==> config.mk <==
export PLATFORM = sky130hd
export DESIGN_NAME = serial_subtractor
export DESIGN_NICKNAME = d
export VERILOG_FILES = /design/src/rtl/serial_subtractor_pkg.sv /design/src/rtl/serial_subtractor_full_subtractor.sv /design/src/rtl/serial_subtractor.sv
export SDC_FILE = /design/constraint.sdc
export NUM_CORES = 1
export LEC_CHECK = 0
export ABC_AREA = 0
export BUFFER_PORTS_ARGS = -buffer_cell sky130_fd_sc_hd__buf_4
export CAP_MARGIN = 30
export CORE_MARGIN = 1.5
export CORE_UTILIZATION = 40
export CTS_BUF_LIST = sky130_fd_sc_hd__clkbuf_2
export DETAILED_ROUTE_END_ITERATION = 10
export SLEW_MARGIN = 40
export SYNTH_ARGS = -nofsm -noshare
export SYNTH_HDL_FRONTEND = slang
export SYNTH_SLANG_ARGS = --single-unit
export TNS_END_PERCENT = 30
==> constraint.sdc <==
create_clock -name clk -period 2.8 [get_ports clk]
set_clock_uncertainty 0.1 [all_clocks]
set_input_delay 0.14 -clock clk [delete_from_list [all_inputs] [get_ports clk]]
set_output_delay 0.14 -clock clk [all_outputs]
set_load 0.02 [all_outputs]
==> src/rtl/serial_subtractor_pkg.sv <==
// Shared types and reset values for the bit-serial subtractor.
package serial_subtractor_pkg;

    typedef enum logic [1:0] {
        IDLE  = 2'd0,
        SHIFT = 2'd1,
        DONE  = 2'd2
    } state_t;

    localparam logic RST_BUSY   = 1'b0;
    localparam logic RST_DONE   = 1'b0;
    localparam logic RST_BOUT   = 1'b0;
    localparam logic RST_OVF    = 1'b0;
    localparam logic RST_BORROW = 1'b0;

endpackage

==> src/rtl/serial_subtractor_full_subtractor.sv <==
// One-bit full subtractor: d = x - y - bin, with borrow out.
module full_subtractor (
    input  logic x,
    input  logic y,
    input  logic bin,
    output logic d,
    output logic bout
);

    assign d    = x ^ y ^ bin;
    assign bout = (~x & y) | (~(x ^ y) & bin);

endmodule

==> src/rtl/serial_subtractor.sv <==
// Bit-serial WIDTH-bit subtractor (diff = a - b), LSB first, start/done handshake.
// Define SERIAL_SUBTRACTOR_OVF_EN to add the signed-overflow output ovf.
module serial_subtractor
    import serial_subtractor_pkg::*;
#(
    parameter int unsigned WIDTH = 8
) (
    input  logic             clk,
    input  logic             rst,
    input  logic             start,
    input  logic [WIDTH-1:0] a,
    input  logic [WIDTH-1:0] b,
    output logic             busy,
    output logic             done,
    output logic [WIDTH-1:0] diff,
    output logic             bout
`ifdef SERIAL_SUBTRACTOR_OVF_EN
    ,
    output logic             ovf
`endif
);

    localparam int unsigned CNT_W = $clog2(WIDTH + 1);

    state_t             state;
    logic [WIDTH-1:0]   a_sr;
    logic [WIDTH-1:0]   b_sr;
    logic [WIDTH-1:0]   diff_sr;
    logic               borrow;
    logic [CNT_W-1:0]   cnt;
    logic               d_bit;
    logic               borrow_nxt;
    logic [WIDTH-1:0]   diff_shifted;
    logic               last_bit;
`ifdef SERIAL_SUBTRACTOR_OVF_EN
    logic               a_msb;
    logic               b_msb;
`endif

    full_subtractor u_cell (
        .x    (a_sr[0]),
        .y    (b_sr[0]),
        .bin  (borrow),
        .d    (d_bit),
        .bout (borrow_nxt)
    );

    // New result bit enters at the MSB; written as shifts so WIDTH=1 stays legal.
    assign diff_shifted = (diff_sr >> 1) | (WIDTH'(d_bit) << (WIDTH - 1));
    assign last_bit     = (cnt == CNT_W'(WIDTH - 1));

    always_ff @(posedge clk) begin
        if (rst) begin
            state   <= IDLE;
            busy    <= RST_BUSY;
            done    <= RST_DONE;
            diff    <= '0;
            bout    <= RST_BOUT;
            a_sr    <= '0;
            b_sr    <= '0;
            diff_sr <= '0;
            borrow  <= RST_BORROW;
            cnt     <= '0;
`ifdef SERIAL_SUBTRACTOR_OVF_EN
            ovf     <= RST_OVF;
            a_msb   <= 1'b0;
            b_msb   <= 1'b0;
`endif
        end else begin
            done <= 1'b0;
            case (state)
                IDLE: begin
                    busy <= 1'b0;
                    if (start) begin
                        a_sr    <= a;
                        b_sr    <= b;
                        diff_sr <= '0;
                        borrow  <= 1'b0;
                        cnt     <= '0;
                        busy    <= 1'b1;
                        state   <= SHIFT;
`ifdef SERIAL_SUBTRACTOR_OVF_EN
                        a_msb   <= a[WIDTH-1];
                        b_msb   <= b[WIDTH-1];
`endif
                    end
                end
                SHIFT: begin
                    a_sr    <= a_sr >> 1;
                    b_sr    <= b_sr >> 1;
                    borrow  <= borrow_nxt;
                    diff_sr <= diff_shifted;
                    cnt     <= cnt + CNT_W'(1);
                    // Final bit: publish the result as DONE is entered.
                    if (last_bit) begin
                        state <= DONE;
                        done  <= 1'b1;
                        diff  <= diff_shifted;
                        bout  <= borrow_nxt;
`ifdef SERIAL_SUBTRACTOR_OVF_EN
                        ovf   <= (a_msb != b_msb) && (d_bit != a_msb);
`endif
                    end
                end
                DONE: begin
                    busy  <= 1'b0;
                    state <= IDLE;
                end
                default: begin
                    busy  <= 1'b0;
                    state <= IDLE;
                end
            endcase
        end
    end

endmodule
Word level (Yosys, flattened, before mapping)
Index checks and enable logic that the tools add are counted.
- add/sub/neg operators: 1
- multipliers: 0
- div/mod/pow operators: 0
- $lt $le $gt $ge: 0
- eq/ne operators: 4
- shifts and indexed selects: 0
- mux-type cells: 16
- bitwise logic cells: 9
- reductions and logical operators: 6
- operator list (cell ; count):
    one-hot mux 8 bit (2 select lines) ; 3
    2-to-1 mux 8 bit ; 3
    OR 7 x 8 -> 8 bit ; 1
    one-hot mux 4 bit (2 select lines) ; 1
    AND reduction 2 bit ; 3
    adder 4 x 1 -> 4 bit (second input constant) ; 1
    equality test 4 x 3 -> 1 bit (second input constant) ; 1
    2-to-1 mux 2 bit ; 2
    2-to-1 mux 4 bit ; 1
    != test 2 bit (second input constant) ; 2
    one-hot mux 1 bit (2 select lines) ; 2
    one-hot mux 2 bit (2 select lines) ; 1
    2-to-1 mux 1 bit ; 3
    NOT 1 bit ; 3
    bitwise AND 1 bit ; 2
    equality test 2 x 1 -> 1 bit (second input constant) ; 1
    zero test 2 bit ; 1
    nonzero test 2 bit ; 1
    OR reduction 2 bit ; 1
    XOR 1 bit ; 2
    OR 1 bit ; 1
- bits in registers: 42
- bits in latches: 0
- RAM bits: 0
- ROM bits: 0
- input port bits: 19
- output and inout bits: 11
- memories kept: 0

Longest topological paths before layout
Gate-level depths: netlist (run 1).
- depth in word-level cells: 5
- mapped depth: 5

Cells and area by module
Synthesis (run 1) repeated with hierarchy kept, for this count alone.
- cells, all modules: 213
- area total of the unflattened synthesis: 1850.5 µm²
- by module, submodules not included (module ; times used ; cells an instance ; area each (µm²)):
    serial_subtractor ; 1 ; 209 ; 1819.2
    full_subtractor ; 1 ; 4 ; 31.3

Least setup slack after synthesis (run 1)
OpenSTA, ideal clock, no wires.
- path type: register -> register
- from: register cnt[0]
- to: register bout
- library setup time: 0.123 ns
- arrival time: 1.290 ns
- required time: 2.577 ns
- setup slack: 1.287 ns
- cell stages (with the launch flop): 6
- path buffers: 1
- clock period less this slack: 1.513 ns
- cell sequence: dfxtp_1 ha_1 nand2_1 nor3_2 buf_4 mux2_1
- longest elaborated chain between the ends: 2
- RTL lines (what ; RTL line ; source):
    start, declared ; serial_subtractor.sv:30 ; logic [CNT_W-1:0] cnt;
    start signal, assigned ; serial_subtractor.sv:93 ; cnt <= cnt + CNT_W'(1);
    equality test 4 x 3 -> 1 bit ; serial_subtractor.sv:50 ; assign last_bit = (cnt == CNT_W'(WIDTH - 1));
    AND reduction 2 bit (no line) ; -- ;
    end signal, assigned ; serial_subtractor.sv:99 ; bout <= borrow_nxt;
    end, declared ; serial_subtractor.sv:16 ; output logic bout
Every way passes these cells.
A chain may end at the register's enable or synchronous reset.

Worst setup path in the final report (run 1)
- from: register cnt[0]
- to: register diff[6]
- longest elaborated chain between the ends: 2
- RTL lines (what ; RTL line ; source):
    equality test 4 x 3 -> 1 bit ; serial_subtractor.sv:50 ;
    AND reduction 2 bit (no line) ; -- ;
    end signal, assigned ; serial_subtractor.sv:98 ; diff <= diff_shifted;
    end, declared ; serial_subtractor.sv:15 ; output logic [WIDTH-1:0] diff,
Every way passes these cells.

==> results of run 1 <==
## critical path, stage by stage, from the launching register on
cell                      delay, ps
sky130_fd_sc_hd__dfxtp_1        420
sky130_fd_sc_hd__ha_1           210
sky130_fd_sc_hd__nand2_1        130
sky130_fd_sc_hd__nor3_2         510
sky130_fd_sc_hd__buf_4          250
sky130_fd_sc_hd__mux2i_1        190
## per-layer routing
| metal | vias to the layer above | global-route usage |
|---|---|---|
| li1 | 733 | - |
| met4 | 0 | 0.0577 |
| met3 | 7 | 0.0476 |
| met5 | - | 0 |
| met2 | 28 | 0.281 |
| met1 | 684 | 0.204 |
## layout make-up
type,instances,share of cell area
Clock buffer,5,0.0115
Clock inverter,3,0.0299
Inverter,4,0.00690
Multi-Input combinational cell,131,0.401
Sequential cell,41,0.377
Tap cell,52,0.0299
Timing Repair Buffer,39,0.144
## placed cells by master (no fill, tap or decap), types with 2 or more instances in the layout
cell type,Yosys,layout
sky130_fd_sc_hd__nor4_1,3,3
sky130_fd_sc_hd__nand3_1,2,2
sky130_fd_sc_hd__dlygate4sd3_1,0,8
sky130_fd_sc_hd__buf_4,3,31
sky130_fd_sc_hd__dfxtp_1,41,41
sky130_fd_sc_hd__a22oi_1,10,10
sky130_fd_sc_hd__nor2b_1,2,2
sky130_fd_sc_hd__bufinv_16,0,2
sky130_fd_sc_hd__a211oi_2,5,5
sky130_fd_sc_hd__o22ai_1,2,2
sky130_fd_sc_hd__mux2i_1,8,8
sky130_fd_sc_hd__inv_1,4,4
sky130_fd_sc_hd__nor2_1,39,39
sky130_fd_sc_hd__nand2b_1,17,17
sky130_fd_sc_hd__nand2_1,6,6
sky130_fd_sc_hd__o2bb2ai_1,12,12
sky130_fd_sc_hd__a211oi_1,10,10
sky130_fd_sc_hd__clkbuf_2,0,5
## report_power, final
group | internal, uW | switching (uW) | total [uW]
logic | 67.8 | 73.3 | 141
clock network | 239 | 198 | 437
registers | 610 | 16.4 | 627
## metrics by stage
step / hold WS [ps] / utilization / setup slack, ps / power, uW
after global placement: 290 / 0.460 / 1070 / 765
after CTS: 0.158 / 0.498 / 933 / 1210
final: 13.5 / 0.500 / 965 / 1200
after detailed placement: 297 / 0.461 / 964 / 771
after floorplan: 188 / - / 1290 / 734
after global routing: 2.32 / 0.500 / 783 / 1250
## flip-flops by register name (all words and copies together), names as in the netlist
register / cells
a_sr: 8
b_sr: 8
diff: 8
diff_sr: 7
cnt: 4
state: 2
borrow: 1
bout: 1
busy: 1
done: 1
## worst max-delay path by stage
| stage | from | end | slack [ps] | cells after the start |
|---|---|---|---|---|
| global placement | cnt[0]$_SDFFE_PP0P_ | bout$_SDFFE_PP0P_ | 1070 | 4 |
| global route | cnt[0]$_SDFFE_PP0P_ | diff[6]$_SDFFE_PP0P_ | 780 | 5 |
| detailed placement | cnt[0]$_SDFFE_PP0P_ | diff[6]$_SDFFE_PP0P_ | 960 | 5 |
| finish | cnt[0]$_SDFFE_PP0P_ | diff[6]$_SDFFE_PP0P_ | 970 | 5 |
| floorplan | cnt[0]$_SDFFE_PP0P_ | bout$_SDFFE_PP0P_ | 1290 | 5 |
| CTS | cnt[0]$_SDFFE_PP0P_ | diff[6]$_SDFFE_PP0P_ | 930 | 5 |
## logic make-up (layout without fill, tap and decap cells)
| group | Yosys count | after routing | share of synthesized area |
|---|---|---|---|
| AOI/OAI and AO/OA | 46 | 46 | 0.214 |
| muxes | 9 | 9 | 0.0506 |
| and+or+nand+nor | 74 | 74 | 0.199 |
| buffers and inverters | 20 | 51 | 0.0631 |
| DFF | 41 | 41 | 0.455 |
| adders and majority gates | 2 | 2 | 0.0180 |
==> impl_metrics.env, run 1 <==
export IMPL_drive_gt1_frac=0.215
export IMPL_wirelength_met1_mm=1.75
export IMPL_grt_setup_unrepaired="false"
export IMPL_path_clk_slew_ps=220
export IMPL_cts_resized=0
export IMPL_synthesis_yosys_warnings=0
export IMPL_cts_hold_repair_buffers=7
export IMPL_cp_max_fanout=6
export IMPL_finalSetupViolations=0
export IMPL_arrival_ps=2110
export IMPL_count_of_state_elements_after_synthesis=41
export IMPL_syn_area_sq_um=1800
export IMPL_timing_rr_end="diff[6]$_SDFFE_PP0P_"
export IMPL_finalWorstPathRequiredPeriod_ps=1830
export IMPL_antenna_found_initial=0
export IMPL_vdd_ir_drop_worst_uv=230
export IMPL_regToRegSetupSlack_ps=970
export IMPL_min_delay_worst_endpoint="b_sr[2]$_SDFFE_PP0P_"
export IMPL_vias_in_the_first_global_route=1424
export IMPL_placed_area_sq_um=2010
export IMPL_num_nets_final=243
export IMPL_hold_path_class="in2reg"
export IMPL_worst_setup_path_start_kind="register"
export IMPL_whs_path_depth=4
export IMPL_max_clock_freq_ghz=0.545
export IMPL_placement_io_buffers=29
export IMPL_wl_per_cell_um=13.7
export IMPL_total_negative_setup_slacks_ps=0
export IMPL_final_max_slew_violation_count=0
export IMPL_design_die_area_sq_um=4920
export IMPL_ys_flop_type="sky130_fd_sc_hd__dfxtp_1"
export IMPL_groute_usage_overall=0.167
export IMPL_die_height_um=70.2
export IMPL_globalRouteOverflowTotal=0
export IMPL_finalCritPeriodShare=0.655
export IMPL_first_iter_violations=64
export IMPL_reg2regPathDepth=5
export IMPL_post_synth_top_count_cell="sky130_fd_sc_hd__dfxtp_1"
export IMPL_tightestPinTransition_ps=658
export IMPL_htree_num_levels=2
export IMPL_cts_num_sinks=41
export IMPL_areal_power_density_over_the_cells_nw_per_um2=553
export IMPL_synth_top_cell_area_share=0.455
export IMPL_timing_critical_path_to_type="register"
export IMPL_detail_route_drc_violations=0
export IMPL_static_leakage_power_uw=0.000821
export IMPL_met2_length_mm=1.84
export IMPL_yosys_top_cells_area="sky130_fd_sc_hd__dfxtp_1, sky130_fd_sc_hd__nor2_1, sky130_fd_sc_hd__nand2b_1, sky130_fd_sc_hd__o2bb2ai_1, sky130_fd_sc_hd__mux2i_1"
export IMPL_synth_largest_area_cell="sky130_fd_sc_hd__dfxtp_1"
export IMPL_final_hold_viol_count=0
export IMPL_clkLatencyLatePin_ps=420
export IMPL_ant_nets=0
export IMPL_die_w_um=70.2
export IMPL_avgViaCountPerCell=5.28
export IMPL_reg2reg_from="cnt[0]$_SDFFE_PP0P_"
export IMPL_gp_congestion=0.728
export IMPL_status="complete, no violations"
export IMPL_fp_row_count=24
export IMPL_number_of_instances_in_the_synthesized_netlist=192
export IMPL_synth_top_cells_by_count="sky130_fd_sc_hd__dfxtp_1, sky130_fd_sc_hd__nor2_1, sky130_fd_sc_hd__nand2b_1, sky130_fd_sc_hd__o2bb2ai_1"
export IMPL_layout_cells_non_filler=275
export IMPL_effective_utilization_at_floorplan=0.414
export IMPL_floorplan_core_area_sq_um=4350
export IMPL_detailed_place_hpwl_mm=2.55
export IMPL_syn_num_nets=213
export IMPL_final_cell_area_sq_um=2180
export IMPL_timing_hold_worst_start="b[2]"
export IMPL_seq_area_frac_synth=0.455
export IMPL_cts_root_buffer="sky130_fd_sc_hd__clkbuf_2"
export IMPL_grt_pass1_wl_mm=6.53
export IMPL_routed_via_count=1452
export IMPL_grt_start_max_net_pins=51
export IMPL_multiInputGateArea_sq_um=873
export IMPL_layout_filler_cell_count=421
export IMPL_path_class="reg2reg"
export IMPL_timing_critical_path_required_ps=3070
export IMPL_ff_latch_area_sq_um=821
export IMPL_number_of_enable_flip_flop_cells_after_synthesis=0
export IMPL_slew_limit_headroom=0.560
export IMPL_synth_lib_cells_used_distinct=34
export IMPL_postCtsSetupBuffers=0
export IMPL_detailed_route_wl_mm=3.78
export IMPL_tritoncts="done"
export IMPL_io_pins=30
export IMPL_tritoncts_num_buffers=5
export IMPL_top_signal_layer_used="met4"
export IMPL_diodes_inserted=0
export IMPL_cts_root_to_sink_buffers=2
export IMPL_ys_async_sr_fraction=0
export IMPL_drv_cap=0
export IMPL_postSynthAreaPerCell_sq_um=9.40
export IMPL_placedCellCount=259
export IMPL_drt_first_pass_iters=4
export IMPL_met3WireLength_um=140
export IMPL_layout_area_overhead_vs_synth_pct=20.7
(Power assumes the default switching activity.)
==> run 2, diff against run 1 <==
Settings changed: ABC_AREA 0 to 1.
Clock period 2.8 ns to 1.69 ns, I/O delays scaled along.
==> run 2 against run 1 <==
  * Wire length grew 1.2%
  * Non-clock buffer count grew 12
  * Synthesized area shrank 2.3%
  * Synthesized cell count grew 32%
  * Sequential share of layout area shrank 0.91 points
  * Clock power shrank 11%
  * Cell count grew 28%
  * Critical path type unchanged
  * Critical endpoint is now diff[2]$_SDFFE_PP0P_
  * Largest cell class is now flip-flops and latches
  * Largest power group unchanged
==> impl_metrics.env, run 2 <==
export IMPL_areal_power_density_over_the_cells_nw_per_um2=741
export IMPL_final_max_slew_violation_count=0
export IMPL_tightestPinTransition_ps=376
export IMPL_clkLatencyLatePin_ps=380
export IMPL_antenna_found_initial=0
export IMPL_tritoncts_num_buffers=5
export IMPL_timing_critical_path_required_ps=1930
export IMPL_finalSetupViolations=0
export IMPL_synth_top_cell_area_share=0.466
export IMPL_cts_num_sinks=41
export IMPL_tritoncts="done"
export IMPL_combinationalPowerShare=0.148
export IMPL_hold_path_class="in2reg"
export IMPL_ys_async_sr_fraction=0
export IMPL_met3WireLength_um=153
export IMPL_io_pins=30
export IMPL_synth_top_cells_by_count="sky130_fd_sc_hd__nand2_1, sky130_fd_sc_hd__dfxtp_1, sky130_fd_sc_hd__nor2_1, sky130_fd_sc_hd__inv_1, sky130_fd_sc_hd__nand3_1"
export IMPL_critical_path_buf_inv_count=0
export IMPL_ant_nets=0
export IMPL_reg_top3="a_sr (8), b_sr (8), diff (8)"
export IMPL_globalRouteOverflowTotal=0
export IMPL_num_nets_final=322
export IMPL_layout_area_overhead_vs_synth_pct=26.5
export IMPL_clk_pwr_share=0.235
export IMPL_count_of_state_elements_after_synthesis=41
export IMPL_synth_largest_area_cell="sky130_fd_sc_hd__dfxtp_1"
export IMPL_number_of_enable_flip_flop_cells_after_synthesis=0
export IMPL_avgViaCountPerCell=4.54
export IMPL_cts_root_buffer="sky130_fd_sc_hd__clkbuf_2"
export IMPL_layout_commonest_cell="sky130_fd_sc_hd__nand2_1"
export IMPL_vias_in_the_first_global_route=1439
export IMPL_routed_via_count=1593
export IMPL_postSynthAreaPerCell_sq_um=6.94
export IMPL_htree_num_levels=2
export IMPL_cp_slowest_cell="sky130_fd_sc_hd__dfxtp_1"
export IMPL_cell_internal_pwr_uw=1210
export IMPL_syn_num_nets=275
export IMPL_placed_area_sq_um=2030
export IMPL_post_synth_top_count_cell="sky130_fd_sc_hd__nand2_1"
export IMPL_drv_cap=0
export IMPL_detailed_place_hpwl_mm=2.48
export IMPL_vdd_ir_drop_worst_uv=379
export IMPL_slowest_delay_ps=410
export IMPL_arrival_ps=1680
export IMPL_first_iter_violations=75
export IMPL_synthesis_yosys_warnings=0
export IMPL_drive_gt1_frac=0.150
export IMPL_timing_critical_path_to_type="register"
export IMPL_final_cell_area_sq_um=2230
export IMPL_met2_length_mm=1.76
export IMPL_total_negative_setup_slacks_ps=0
export IMPL_detail_route_drc_violations=0
export IMPL_ys_flop_type="sky130_fd_sc_hd__dfxtp_1"
export IMPL_diodes_inserted=0
export IMPL_finalWorstPathRequiredPeriod_ps=1440
export IMPL_wirelength_met1_mm=1.86
export IMPL_effective_utilization_at_floorplan=0.428
export IMPL_wl_per_cell_um=10.9
export IMPL_cts_resized=0
export IMPL_grt_start_max_net_pins=24
export IMPL_seq_area_frac_synth=0.466
export IMPL_top_signal_layer_used="met4"
export IMPL_timing_critical_path_cells="ha_1 > nand2_1 > nor2_1 > nand2_4 > nor2_8 > nand2_1 > nand2_1"
export IMPL_finalCritPeriodShare=0.851
export IMPL_placement_io_buffers=29
export IMPL_syn_area_sq_um=1760
export IMPL_die_w_um=69.4
export IMPL_grt_setup_unrepaired="false"
export IMPL_design_die_area_sq_um=4810
export IMPL_gp_congestion=0.736
export IMPL_drt_first_pass_iters=4
export IMPL_grt_pass1_wl_mm=6.62
export IMPL_cp_common_cell="sky130_fd_sc_hd__nand2_1"
export IMPL_detailed_route_wl_mm=3.82
export IMPL_path_class="reg2reg"
export IMPL_number_of_instances_in_the_synthesized_netlist=254
export IMPL_slew_limit_headroom=0.749
export IMPL_seqPwrFrac=0.617
export IMPL_fp_row_count=23
export IMPL_power_net_switching_uw=441
export IMPL_final_hold_viol_count=0
export IMPL_floorplan_core_area_sq_um=4120
export IMPL_max_clock_freq_ghz=0.696
export IMPL_cp_max_fanout=10
export IMPL_cts_root_to_sink_buffers=2
export IMPL_die_height_um=69.4
export IMPL_yosys_top_cells_area="sky130_fd_sc_hd__dfxtp_1, sky130_fd_sc_hd__nand2_1, sky130_fd_sc_hd__nor2_1, sky130_fd_sc_hd__nand3_1, sky130_fd_sc_hd__inv_1"
export IMPL_synth_lib_cells_used_distinct=19
export IMPL_worst_setup_path_start_kind="register"
export IMPL_worst_path_dominant_cell_family="simple AND/OR/NAND/NOR gates"
export IMPL_static_leakage_power_uw=0.00113
export IMPL_power_switching_share=0.267
export IMPL_status="complete, no violations"
export IMPL_top_library_cells_by_usage_in_the_layout_fill_and_taps_aside="sky130_fd_sc_hd__nand2_1, sky130_fd_sc_hd__dfxtp_1, sky130_fd_sc_hd__nor2_1"
export IMPL_groute_usage_overall=0.169
export IMPL_path_clk_slew_ps=180
-- run 2: cell types whose count changed after synthesis, sizes merged, moves of 3 or more --
cell     change
inv         +20
a22oi       -10
a21oi       +14
nor4         -3
nand2       +89
o2bb2ai     -12
a211oi      -15
nand3       +21
nand2b      -18
mux2i        -8
clkbuf       -3
-- run 2: power by group through the flow --
stage               combinational [uW]  sequential, uW  clock (uW)
detailed placement                 214            1040           0
CTS                                246            1020         406
finish                             245            1020         389
global placement                   214            1040           0
global route                       277            1030         455
floorplan                          140            1040           0
-- run 2: metrics by stage --
step | hold slack, ps | utilization | instances | total power [uW] | worst slack, ps
final | 53.3 | 0.542 | 351 | 1650 | 252
after detailed placement | 241 | 0.493 | 327 | 1250 | 289
after global placement | 241 | 0.493 | 327 | 1250 | 329
after floorplan | 70.2 | - | 254 | 1180 | 433
after CTS | 35.9 | 0.542 | 351 | 1670 | 246
after global routing | 33.1 | 0.542 | 351 | 1760 | 145
-- run 2: cell type report --
| type | count | area (sq um) |
|---|---|---|
| flip-flops and latches | 41 | 821 |
| fillers | 438 | 1880 |
| well taps | 50 | 62.6 |
| clock inverters | 1 | 3.75 |
| inverters | 24 | 90.1 |
| repair buffers | 51 | 438 |
| multi-input cells | 178 | 786 |
| clock buffers | 6 | 30.0 |
-- run 2: path summary, 6_finish.rpt --
| path | to | cells past startpoint | startpoint | slack [ps] |
|---|---|---|---|---|
| worst max-delay path | diff[2]$_SDFFE_PP0P_ | 7 | cnt[0]$_SDFFE_PP0P_ | 250 |
| worst min-delay path | state[0]$_SDFFE_PP0P_ | 3 | start | 50 |
| worst max register to register | diff[2]$_SDFFE_PP0P_ | 7 | cnt[0]$_SDFFE_PP0P_ | 250 |
| worst min register to register | borrow$_SDFFE_PP0P_ | 2 | borrow$_SDFFE_PP0P_ | 370 |
-- run 2: cell families after synthesis --
group	count (synthesis)	synth area share
and+or+nand+nor	159	0.373
DFF	41	0.466
buffers and inverters	35	0.0887
AOI/OAI and AO/OA	17	0.0546
adders and majority gates	2	0.0185
-- run 2: routing by layer --
metal | GRT usage | vias to the layer above
met2 | 0.256 | 27
met3 | 0.0407 | 5
met1 | 0.233 | 689
met4 | 0.0654 | 0
met5 | 0 | -
li1 | - | 872
-- run 2: tightest hold or removal path, cell delays in order --
cell,delay [ps]
sky130_fd_sc_hd__buf_4,180
sky130_fd_sc_hd__nand2_1,160
sky130_fd_sc_hd__a21oi_1,80
-- run 2: what timing repair did --
action	in CTS	in global routing
endpoints found under the hold margin	19	0
setup buffers	0	0
hold buffers	17	0
==> run 3, diff against run 2 <==
Settings changed: CELL_PAD_IN_SITES_DETAIL_PLACEMENT set to 1, CELL_PAD_IN_SITES_GLOBAL_PLACEMENT set to 1, PLACE_DENSITY_LB_ADDON set to 0.1.
==> run 3 against run 2 <==
  * Non-clock buffer count up 2
  * Wire length rose by 14%
  * Utilization up 0.43 points
  * Sequential power is essentially flat
  * Setup slack got worse by 28 ps
  * Via count rose by 6.2%
  * Sequential share of layout area shrank 0.29 points
  * Hold slack better by 250 ps
  * Register-to-register slack got worse by 30 ps
  * Final area up 0.79%
  * Critical path depth did not move
  * Count of clock-buffer cells in the layout unchanged
  * Critical endpoint is now diff[5]$_SDFFE_PP0P_
==> impl_metrics.env, run 3 (same netlist as run 2, synthesis figures left out) <==
export IMPL_drive_gt1_frac=0.152
export IMPL_die_w_um=69.4
export IMPL_hold_path_class="in2reg"
export IMPL_final_hold_viol_count=0
export IMPL_detail_route_drc_violations=0
export IMPL_top_signal_layer_used="met4"
export IMPL_met3WireLength_um=87
export IMPL_detailed_place_hpwl_mm=2.89
export IMPL_diodes_inserted=0
export IMPL_timing_rr_end="diff[5]$_SDFFE_PP0P_"
export IMPL_reg2regPathDepth=7
export IMPL_floorplan_core_area_sq_um=4120
export IMPL_timing_hold_worst_start="rst"
export IMPL_timing_critical_path_to_type="register"
export IMPL_areal_power_density_over_the_cells_nw_per_um2=748
export IMPL_clkLatencyLatePin_ps=410
export IMPL_grt_pass1_wl_mm=7.47
export IMPL_final_max_slew_violation_count=0
export IMPL_layout_commonest_cell="sky130_fd_sc_hd__nand2_1"
export IMPL_vdd_ir_drop_worst_uv=374
export IMPL_design_die_area_sq_um=4810
export IMPL_met2_length_mm=2.14
export IMPL_cts_num_sinks=41
export IMPL_cts_root_buffer="sky130_fd_sc_hd__clkbuf_2"
export IMPL_detailed_route_wl_mm=4.37
export IMPL_slew_limit_headroom=0.772
export IMPL_ant_nets=0
export IMPL_arrival_ps=1730
export IMPL_reg2reg_from="cnt[0]$_SDFFE_PP0P_"
export IMPL_io_pins=30
export IMPL_path_class="reg2reg"
export IMPL_finalCritPeriodShare=0.867
export IMPL_placement_io_buffers=29
export IMPL_min_delay_worst_endpoint="diff_sr[1]$_SDFFE_PP0P_"
export IMPL_whs_path_depth=3
export IMPL_worst_setup_path_start_kind="register"
export IMPL_path_clk_slew_ps=200
export IMPL_vias_in_the_first_global_route=1661
export IMPL_cp_max_fanout=10
export IMPL_cts_root_to_sink_buffers=2
export IMPL_groute_usage_overall=0.196
export IMPL_timing_critical_path_required_ps=1960
export IMPL_avgViaCountPerCell=4.79
export IMPL_regToRegSetupSlack_ps=220
export IMPL_effective_utilization_at_floorplan=0.428
export IMPL_num_nets_final=324
export IMPL_antenna_found_initial=0
export IMPL_finalWorstPathRequiredPeriod_ps=1470
export IMPL_top_library_cells_by_usage_in_the_layout_fill_and_taps_aside="sky130_fd_sc_hd__nand2_1, sky130_fd_sc_hd__dfxtp_1, sky130_fd_sc_hd__nor2_1"
export IMPL_wl_per_cell_um=12.4
export IMPL_tritoncts_num_buffers=5
export IMPL_reg_top3="a_sr (8), b_sr (8), diff (8)"
export IMPL_tritoncts="done"
export IMPL_static_leakage_power_uw=0.00114
export IMPL_layout_area_overhead_vs_synth_pct=27.5
export IMPL_fp_row_count=23
export IMPL_wirelength_met1_mm=2.06
export IMPL_placedCellCount=328
export IMPL_tightestPinTransition_ps=340
export IMPL_gp_congestion=0.723
export IMPL_routed_via_count=1692
export IMPL_first_iter_violations=50
export IMPL_layout_cells_non_filler=353
export IMPL_max_clock_freq_ghz=0.682
export IMPL_globalRouteOverflowTotal=0
export IMPL_grt_setup_unrepaired="false"
export IMPL_grt_start_max_net_pins=26
export IMPL_total_negative_setup_slacks_ps=0
export IMPL_finalSetupViolations=0
export IMPL_drt_first_pass_iters=4
export IMPL_htree_num_levels=2
export IMPL_die_height_um=69.4
export IMPL_drv_cap=0
export IMPL_status="complete, no violations"
run 3: cell types whose count changed in the layout (fill, tap and decap cells not counted), sizes merged:
cell,delta
buf,+1
dlygate4sd3,+1
run 3: worst max-delay path: stages, from the launching register on:
cell	delay (ps)
sky130_fd_sc_hd__dfxtp_1	420
sky130_fd_sc_hd__ha_1	220
sky130_fd_sc_hd__nand2_1	80
sky130_fd_sc_hd__nor2_1	170
sky130_fd_sc_hd__nand2_4	140
sky130_fd_sc_hd__nor2_8	170
sky130_fd_sc_hd__nand2_1	70
sky130_fd_sc_hd__nand2_1	60
run 3: report_power, final:
group | switching (uW) | total [uW] | internal (uW)
clock network | 309 | 405 | 96.3
logic | 137 | 257 | 119
registers | 20.3 | 1020 | 1000
run 3: routing by layer:
layer | GRT usage | up-vias
met4 | 0.0850 | 0
met5 | 0 | -
met2 | 0.331 | 18
li1 | - | 872
met3 | 0.0349 | 7
met1 | 0.244 | 795
run 3: metrics by stage:
| stage | util | instance area [sq um] | hold slack [ps] | power (uW) | setup WS [ps] |
|---|---|---|---|---|---|
| after floorplan | - | 1760 | 70.2 | 1180 | 433 |
| final | 0.546 | 2250 | 305 | 1680 | 225 |
| after CTS | 0.546 | 2250 | 283 | 1700 | 205 |
| after global routing | 0.546 | 2250 | 322 | 1770 | 128 |
| after detailed placement | 0.494 | 2030 | 211 | 1260 | 258 |
| after global placement | 0.494 | 2030 | 211 | 1260 | 322 |
run 3: what timing repair did:
item	in CTS	in global routing
endpoints found under the hold margin	22	0
hold buffers	18	0
gates resized for setup	0	0
setup buffers	0	0
run 3: worst max-delay path by stage:
stage                                    from                    to  slack [ps]
after floorplan           cnt[0]$_SDFFE_PP0P_     bout$_SDFFE_PP0P_         430
final                     cnt[0]$_SDFFE_PP0P_  diff[5]$_SDFFE_PP0P_         220
after CTS                 cnt[0]$_SDFFE_PP0P_  diff[5]$_SDFFE_PP0P_         210
after global placement    cnt[0]$_SDFFE_PP0P_  diff[7]$_SDFFE_PP0P_         320
after detailed placement  cnt[0]$_SDFFE_PP0P_  diff[5]$_SDFFE_PP0P_         260
after global routing      cnt[0]$_SDFFE_PP0P_  diff[6]$_SDFFE_PP0P_         130
run 3: layout make-up:
class | count | area, sq um
repair buffers | 53 | 455
clock buffers | 6 | 30.0
clock inverters | 1 | 3.75
multi-input cells | 178 | 786
inverters | 24 | 90.1
fillers | 567 | 1870
flip-flops and latches | 41 | 821
well taps | 50 | 62.6
